<file path="config.mk">
export PLATFORM = sky130hd
export DESIGN_NAME = countdown_timer
export DESIGN_NICKNAME = d
export VERILOG_FILES = /design/src/rtl/countdown_timer.sv
export SDC_FILE = /design/constraint.sdc
export NUM_CORES = 1
export LEC_CHECK = 0
export ABC_AREA = 1
export CAP_MARGIN = 40
export CORE_AREA = 2 2 45 47
export CTS_CLUSTER_SIZE = 10
export DETAILED_ROUTE_END_ITERATION = 7
export DIE_AREA = 0 0 47 49
export PLACE_DENSITY = 0.74
export SYNTH_ARGS = -nofsm -noshare
export SYNTH_HDL_FRONTEND = slang
export SYNTH_SLANG_ARGS = --single-unit
</file>
<file path="constraint.sdc">
create_clock -name clk_out -period 1.98 [get_ports clk_out]
set_input_delay 0.396 -clock clk_out [delete_from_list [all_inputs] [get_ports clk_out]]
set_output_delay 0.396 -clock clk_out [all_outputs]
set_load 0.05 [all_outputs]
</file>
<file path="src/rtl/countdown_timer.sv">
// Loadable down-counting timer on the divided clock: counts a loaded value to
// zero, pulses done on expiry, supports pause/resume and optional auto-reload.
module countdown_timer #(
  parameter int WIDTH       = 4,
  parameter bit AUTO_RELOAD = 1'b0
) (
  input  logic             clk_out,
  input  logic             rst,
  input  logic             load,
  input  logic [WIDTH-1:0] load_val,
  input  logic             start,
  input  logic             pause,
  output logic [WIDTH-1:0] out,
  output logic             running,
  output logic             done,
  output logic             zero
);

  typedef enum logic [1:0] {IDLE, RUN, PAUSED, EXPIRED} state_t;

  localparam logic [WIDTH-1:0] ONE = WIDTH'(1);

  state_t           state_q, state_d;
  logic [WIDTH-1:0] count_q, count_d;
  logic [WIDTH-1:0] reload_q, reload_d;
  logic             done_q, done_d;
  logic             running_q;

  // A pending pause suppresses start in every state, not only while running.
  always_comb begin
    state_d  = state_q;
    count_d  = count_q;
    reload_d = reload_q;
    done_d   = 1'b0;
    if (load) begin
      count_d  = load_val;
      reload_d = load_val;
      state_d  = IDLE;
    end else begin
      case (state_q)
        IDLE: begin
          if (start && !pause) begin
            if (count_q != '0) state_d = RUN;
            else               done_d  = 1'b1;
          end
        end
        RUN: begin
          if (pause) begin
            state_d = PAUSED;
          end else if (count_q > ONE) begin
            count_d = count_q - ONE;
          end else if (count_q == ONE) begin
            done_d = 1'b1;
            if (AUTO_RELOAD) begin
              count_d = reload_q;
            end else begin
              count_d = '0;
              state_d = EXPIRED;
            end
          end else begin
            state_d = EXPIRED;
          end
        end
        PAUSED: begin
          if (start && !pause) state_d = RUN;
        end
        EXPIRED: begin
          if (start && !pause) begin
            if (reload_q != '0) begin
              count_d = reload_q;
              state_d = RUN;
            end else begin
              done_d = 1'b1;
            end
          end
        end
      endcase
    end
  end

  always_ff @(posedge clk_out) begin
    if (!rst) begin
      state_q   <= IDLE;
      count_q   <= '0;
      reload_q  <= '0;
      done_q    <= 1'b0;
      running_q <= 1'b0;
    end else begin
      state_q   <= state_d;
      count_q   <= count_d;
      reload_q  <= reload_d;
      done_q    <= done_d;
      running_q <= (state_d == RUN);
    end
  end

  assign out     = count_q;
  assign running = running_q;
  assign done    = done_q;
  assign zero    = (count_q == '0);

endmodule
</file>
==> results of run 1 <==
## worst min path at each step
stage | start | endpoint | slack [ns]
global route | reload_q[1] | reload_q[1] | 0.50
floorplan | reload_q[1] | reload_q[1] | 0.45
global placement | reload_q[1] | reload_q[1] | 0.47
detailed placement | reload_q[1] | reload_q[1] | 0.47
CTS | reload_q[1] | reload_q[1] | 0.48
finish | reload_q[1] | reload_q[1] | 0.49
## cell type report
cell class / count / area, µm² / share of cell area [%]
tap: 27 / 33.8 / 3.16
multi-input combinational: 100 / 533 / 49.8
sequential: 12 / 240 / 22.5
timing repair buffer: 15 / 155 / 14.5
inverter: 19 / 71.3 / 6.67
clock buffer: 4 / 36.3 / 3.39
## stage by stage
step | std cells | utilization [%] | area (µm²) | power (mW) | setup WS, ns
floorplan | 132 | - | 856 | 0.446 | 0.228
global placement | 173 | 56.1 | 1030 | 0.519 | 0.198
detailed placement | 173 | 56.1 | 1030 | 0.521 | 0.146
CTS | 177 | 58.1 | 1070 | 0.712 | 0.0769
global route | 177 | 58.1 | 1070 | 0.750 | 0.0444
finish | 177 | 58.1 | 1070 | 0.708 | 0.0824
## Yosys cell counts
cell / n / area share, %
o21a_1: 1 / 0.88
nand2_4: 3 / 3.9
nor3_1: 1 / 0.58
nor2_1: 14 / 6.1
buf_6: 1 / 1.3
dfxtp_1: 12 / 28
inv_1: 17 / 7.5
nand3_2: 1 / 1.2
a21oi_2: 1 / 1.0
nand3b_1: 1 / 0.88
inv_2: 2 / 0.88
nand2_2: 1 / 0.73
nor2_4: 1 / 1.3
nand3_1: 13 / 7.6
nor2_2: 2 / 1.5
a21oi_1: 7 / 4.1
o21ai_0: 5 / 2.9
ha_1: 7 / 10
xor2_1: 1 / 1.0
nand2_1: 40 / 18
nand4_1: 1 / 0.73
## registers in the layout, summed over array words and instances (netlist names)
name and count:
reload_q 4, out 4, done 1, running 1, state_q 2
## routing by layer
layer  wire length [µm]  vias up  GRT usage (%)
li1                   -      450              -
met1                739      380           19.5
met2                793       23           27.2
met3                 83        4           3.33
met4                 30        0           8.33
met5                  0        -              0
## cells by family after synthesis
| family | Yosys count | share of synthesized area (%) |
|---|---|---|
| simple gates | 78 | 42.1 |
| buf+inv | 20 | 9.65 |
| fa+ha+maj | 7 | 10.2 |
| xor+xnor | 1 | 1.02 |
| compound gates | 14 | 8.92 |
| flops | 12 | 28.1 |
## power by group through the flow
stage	Sequential, mW	Clock [mW]	Combinational (mW)
after floorplan	0.309	0	0.138
after global placement	0.277	0	0.242
after detailed placement	0.278	0	0.244
after CTS	0.272	0.195	0.245
after global routing	0.275	0.206	0.270
final	0.272	0.192	0.244
## layout by cell type, fill, tap and decap left out, types with 2 or more instances in the layout
cell,Yosys,layout
o21ai_0,5,5
nor2_2,2,2
inv_1,17,17
nand3_1,13,13
dfxtp_1,12,12
a21oi_1,7,7
inv_2,2,2
nand2_4,3,3
ha_1,7,7
nor2_1,14,14
buf_4,0,2
clkbuf_4,0,3
nand2_1,40,40
clkdlybuf4s50_1,0,12
==> metrics.txt, run 1 <==
status complete, no violations; CP endpoint kind output port; hold-fix buffers at CTS 0; fmax 0.527 GHz; Max Cap Violations 0; GR Overflow Total 0; Max IR drop VDD 0.000355 V; Root Buffer Master clkbuf_4; Vias/cell 4.84; Final Critical Period 1.90 ns; Syn Nets 148; Final Hold Fails 0; Pwr per Cell Area 661 nW/µm²; Crit Path Max Fanout 4; clk buf depth 2; die height 49 µm; Post-Syn Area 856 µm²; combinational group share of total power 34.4%; Nets 167; Ys Warns 0; CTS Buf Count 3; global-route wire length before repair 2.79 mm; hold_ws 0.487 ns; n_diodes 0; vias in the first global route 731; Site Rows 16; clk slew on worst S/H paths 0.07 ns; Final HPWL DP 1.36 mm; port bufs 15; die footprint 2300 µm²; post-CTS sizing 0; distinct cell type count after synthesis 21; Pre-antenna DRT Iters 4; Avg WL per Cell 9.31 µm; Mapped Cells 132; Setup CP Type reg2out; Slew headroom 66.8%; WL final 1.65 mm; Crit Reg-Reg Endpoint out[0]; Slowest-stage cell, CP clkdlybuf4s50_1; GPL Wtd Cong 0.901; Setup Skew 0.00417 ns; total number of vias 857; CP endpoint out[0]; P_int 462 µW; Total Routing Usage GR 16.6%; Yosys reg bits 12; setup repair after global routing missed its margin false; RR Startpoint out[0]; worst slew pin tran 0.497 ns; Worst path top cell family by delay buffers and inverters; drc violations 0; die width 47 µm; Hold Path Cell Cnt 2; crit path cell chain clkdlybuf4s50_1; Routed Antenna Nets 0; initial drt markers 31; Worst Path Buf+Inv 1; Seq pwr share 38.4%; CTS tree yes; boundary pin count 16; sequential share of the synthesized area 28.1%; worst path required time 1.58 ns; path category of the worst min-delay check reg2reg; post-CTS setup repair buffer count 0; largest net degree at the start of global routing 13; switching power 245 µW; Worst-Skew Late Latency 0.27 ns; number of fill cells 173; sw frac 34.7%; Static Leak 0.540 nW; Worst R2R Setup Slack 0.43 ns; Setup crit start out[0]; Crit. path cell count 1; clock group share of total power 27.1%; Starting Density 46.5%; H-tree depth 1; Mean Syn Cell Area 6.48 µm²; Core ar. 1840 µm²; R2R depth 11; # setup viols final 0; Max Slew Vio Count 0; Worst path max stage delay 0.83 ns; clk sinks 12; CP startpoint kind flop; setup_tns 0 ns; layout cells sized above 1 12.0%; Layout area overhead 25.0%; initial antenna violation count 0; crit path DAT 1.50 ns; Tcrit/Tclk final 95.8%
(Power assumes the default switching activity.)
==> run 2, diff against run 1 <==
- GPL_TIMING_DRIVEN: default -> 0
==> metrics.txt, run 2 (synthesis gave the netlist of run 1 again) <==
GR Overflow Total 0 (unchanged); Slew headroom 66.7% (-0.11 points); total number of vias 851 (-0.70%); layout cells sized above 1 11.3% (-0.74 points); die width 47 µm (unchanged); worst slew pin tran 0.499 ns (+0.00243 ns); n_diodes 0 (unchanged); CTS tree yes; status complete, no violations; port bufs 15 (unchanged); Core ar. 1840 µm² (unchanged); Tcrit/Tclk final 95.0% (-0.82 points); Worst-Skew Late Latency 0.28 ns (about the same); commonest non-fill, non-tap cell in the layout nand2_1; Final HPWL DP 1.42 mm (+4.9%); fmax 0.532 GHz (+0.86%); largest net degree at the start of global routing 11 (-2); die footprint 2300 µm² (unchanged); Site Rows 16 (unchanged); Pre-antenna DRT Iters 4 (unchanged); Starting Density 46.5% (unchanged); Max Cap Violations 0 (unchanged); die height 49 µm (unchanged); worst path required time 1.58 ns (about the same); crit path cell chain clkdlybuf4s50_1; clk sinks 12 (unchanged); Vias/cell 4.78 (-1.3%); crit path DAT 1.49 ns (about the same); path category of the worst min-delay check reg2reg; Avg WL per Cell 9.97 µm (+7.2%); boundary pin count 16 (unchanged); hold_ws 0.485 ns (-0.00182 ns); placed inst area 1040 µm² (+0.61%); Setup CP Type reg2out; clk buf depth 2 (unchanged); Crit Path Max Fanout 4 (unchanged); Setup Skew 0.000682 ns (-0.00349 ns); # setup viols final 0 (unchanged); Worst Path Buf+Inv 1 (unchanged); CP startpoint kind flop; GPL Wtd Cong 0.927 (+2.9%); setup_tns 0 ns (unchanged); Finished Layout Cells 178 (+0.56%); Final Critical Period 1.88 ns (-0.0162 ns); drc violations 0 (unchanged); Final Hold Fails 0 (unchanged); Max IR drop VDD 0.000408 V (+15%); hold-fix buffers at CTS 0 (unchanged); CP endpoint kind output port; cell count after placement 174 (+0.58%); commonest non-fill, non-tap cells in the layout nand2_1, inv_1, nor2_1; H-tree depth 1 (unchanged); Pwr per Cell Area 652 nW/µm² (-1.4%); Max Slew Vio Count 0 (unchanged); Nets 168 (+0.60%); Total Routing Usage GR 17.6% (+1.1 points); Worst path max stage delay 0.82 ns (about the same); fin area 1080 µm² (+0.82%); post-CTS setup repair buffer count 0 (unchanged); Static Leak 0.557 nW (+3.0%); CTS Buf Count 3 (unchanged); WL final 1.78 mm (+7.8%); clk slew on worst S/H paths 0.07 ns (about the same); Root Buffer Master clkbuf_4; Slowest-stage cell, CP clkdlybuf4s50_1; initial antenna violation count 0 (unchanged); initial drt markers 13 (-58%); setup repair after global routing missed its margin false; Worst path top cell family by delay buffers and inverters; Layout area overhead 26.0%; post-CTS sizing 4 (+4); Routed Antenna Nets 0 (unchanged); vias in the first global route 743 (+1.6%); global-route wire length before repair 2.93 mm (+4.9%)
## run 2: per-layer routing
metal | GRT usage [%] | vias to the layer above | share of wire (%)
met2 | 26.0 | 18 | 47
met4 | 10.6 | 0 | 3.3
met1 | 22.8 | 376 | 46
met3 | 3.70 | 6 | 4.2
li1 | - | 451 | -
met5 | 0 | - | 0
## run 2: report_power, final
group / switching [mW] / internal (mW)
logic: 0.150 / 0.0867
clock network: 0.0842 / 0.112
registers: 0.0147 / 0.257
## run 2: worst paths after layout
| kind | start | end | slack (ns) | depth (start not counted) |
|---|---|---|---|---|
| worst min register to register | reload_q[0] | reload_q[0] | 0.48 | 2 |
| worst max register to register | out[0] | out[2] | 0.45 | 11 |
| worst min-delay path | reload_q[0] | reload_q[0] | 0.48 | 2 |
| worst max-delay path | out[0] | out[0] | 0.1 | 1 |
## run 2: tightest hold or removal path: cells and delay by family (launching register included)
family          cells  cell delay [ns]
flops               1             0.31
simple gates        1             0.07
compound gates      1             0.06
## run 2: area by class of cell
cell class	count	area, µm²
Multi-Input combinational cell	100	533
Inverter	19	71.3
Fill cell	186	763
Sequential cell	12	240
Clock buffer	4	36.3
Buffer	1	11.3
Timing Repair Buffer	15	153
Tap cell	27	33.8
## run 2: metrics by stage
stage	utilization, %	total power [mW]	setup WS (ns)
5_1_grt	58.6	0.753	0.00332
3_3_place_gp	56.5	0.512	0.0168
4_1_cts	58.4	0.712	0.0483
3_5_place_dp	56.5	0.516	0.0192
2_1_floorplan	-	0.446	0.228
6_report	58.6	0.704	0.0986
==> run 3, diff against run 2 <==
- CORE_AREA: 2 2 45 47 -> 2 2 43 45
- DIE_AREA: 0 0 47 49 -> 0 0 45 47
- PLACE_DENSITY: 0.74 -> 0.8
==> metrics.txt, run 3 (synthesis gave the netlist of run 1 again) <==
status complete, no violations; GPL Wtd Cong 0.822 (-11%); CP endpoint kind output port; path category of the worst min-delay check reg2reg; Avg WL per Cell 10.6 µm (+6.1%); Final Critical Period 1.93 ns (+0.0498 ns); Max IR drop VDD 0.000441 V (+7.9%); Worst Hold Endpoint reload_q[0]; crit path DAT 1.54 ns (+0.05 ns); # setup viols final 0 (unchanged); clk buf depth 2 (unchanged); global-route wire length before repair 3.03 mm (+3.3%); Max Slew Vio Count 0 (unchanged); largest net degree at the start of global routing 11 (unchanged); n_diodes 0 (unchanged); die height 47 µm (-4.1%); CTS tree yes; Finished Layout Cells 168 (-5.6%); port bufs 15 (unchanged); crit path cell chain clkdlybuf4s50_1; initial drt markers 11 (-2); M2 GR Usage 32.9% (+6.8 points); Worst Path Buf+Inv 1 (unchanged); Static Leak 0.542 nW (-2.6%); Tcrit/Tclk final 97.5% (+2.5 points); grt peak-use layer met2; Total Routing Usage GR 20.0% (+2.3 points); H-tree depth 1 (unchanged); Hold Path Cell Cnt 2 (unchanged); setup repair after global routing missed its margin false; worst path required time 1.58 ns (about the same); Worst path top cell family by delay buffers and inverters; vias in the first global route 748 (+0.67%); Setup CP Type reg2out; clk slew on worst S/H paths 0.08 ns (about the same); Worst R2R Setup Slack 0.44 ns (about the same); Nets 168 (unchanged); hold-fix buffers at CTS 0 (unchanged); launch point of the worst hold path reload_q[0]; Starting Density 51.8% (+5.4 points); R2R depth 11 (unchanged); post-CTS sizing 4 (unchanged); WL final 1.78 mm (+0.11%); boundary pin count 16 (unchanged); Site Rows 15 (-1); Placement Setup Slack -0.00210 ns (-0.0213 ns); Pwr per Cell Area 664 nW/µm² (+1.8%); layout cells sized above 1 11.3% (unchanged); Slew headroom 67.0% (+0.30 points); fin worst setup slack 0.0488 ns (-0.0498 ns); post-CTS setup repair buffer count 0 (unchanged); Core ar. 1650 µm² (-10%); Final Hold Fails 0 (unchanged); total number of vias 862 (+1.3%); Worst path max stage delay 0.83 ns (about the same); cell count after placement 164 (-5.7%); commonest non-fill, non-tap cells in the layout nand2_1, inv_1, nor2_1; worst slew pin tran 0.494 ns (-0.00516 ns); RR Startpoint out[0]; die width 45 µm (-4.3%); Layout area overhead 24.3%; GR Util met1 24.8% (+2.0 points); die footprint 2120 µm² (-8.2%); Pre-antenna DRT Iters 5 (+1); Slowest-stage cell, CP clkdlybuf4s50_1; Crit Path Max Fanout 4 (unchanged); CTS Buf Count 3 (unchanged); Worst-Skew Late Latency 0.28 ns (about the same); Vias/cell 5.13 (+7.3%); Setup Skew 0.00144 ns (+0.000760 ns); Final HPWL DP 1.45 mm (+2.1%); Root Buffer Master clkbuf_4; GR Overflow Total 0 (unchanged); initial antenna violation count 0 (unchanged); drc violations 0 (unchanged); clk sinks 12 (unchanged); commonest non-fill, non-tap cell in the layout nand2_1; CP startpoint kind flop; routing usage on met3 4.62% (+0.91 points); Routed Antenna Nets 0 (unchanged); Max Cap Violations 0 (unchanged); Crit Reg-Reg Endpoint out[2]; fmax 0.518 GHz (-2.6%)
-- run 3: where the power goes --
group	switching [mW]	internal, mW
registers	0.0152	0.256
clock network	0.0856	0.112
logic	0.150	0.0870
-- run 3: worst max-delay path by stage --
stage | startpoint | to | slack [ns] | cells after the start
floorplan | out[0] | out[2] | 0.23 | 11
global placement | out[0] | zero | 0.03 | 5
detailed placement | out[0] | zero | -0.002 | 5
CTS | out[3] | out[3] | 0.04 | 1
global route | out[3] | out[3] | 0.0004 | 1
finish | out[3] | out[3] | 0.05 | 1
-- run 3: cell type report --
| class | instances | area, µm² |
|---|---|---|
| Buffer | 1 | 11.3 |
| Sequential cell | 12 | 240 |
| Fill cell | 159 | 588 |
| Multi-Input combinational cell | 100 | 533 |
| Clock buffer | 4 | 36.3 |
| Timing Repair Buffer | 15 | 150 |
| Inverter | 19 | 71.3 |
| Tap cell | 17 | 21.3 |
-- run 3: stage by stage --
step	TNS [ns]	hold WS (ns)	area (µm²)	util (%)	power (mW)
after global placement	0	0.463	1030	62.2	0.511
after global routing	0	0.517	1060	64.4	0.751
final	0	0.491	1060	64.4	0.706
after detailed placement	-0.00210	0.485	1030	62.2	0.518
after CTS	0	0.496	1060	64.4	0.711
after floorplan	0	0.453	856	-	0.446
-- run 3: routing by layer --
layer,share of wire [%],vias up
met4,2.0,0
li1,-,454
met2,46,25
met3,5.0,5
met1,47,378
met5,0,-
-- run 3: worst reg2reg max path, delay by kind of cell (launching register included) --
family / cells / cell delay (ns)
AO/OA/AOI/OAI: 1 / 0.20
adder cells (fa/ha/maj): 1 / 0.26
AND/OR/NAND/NOR: 6 / 0.41
buffers and inverters: 3 / 0.22
flip-flops: 1 / 0.39
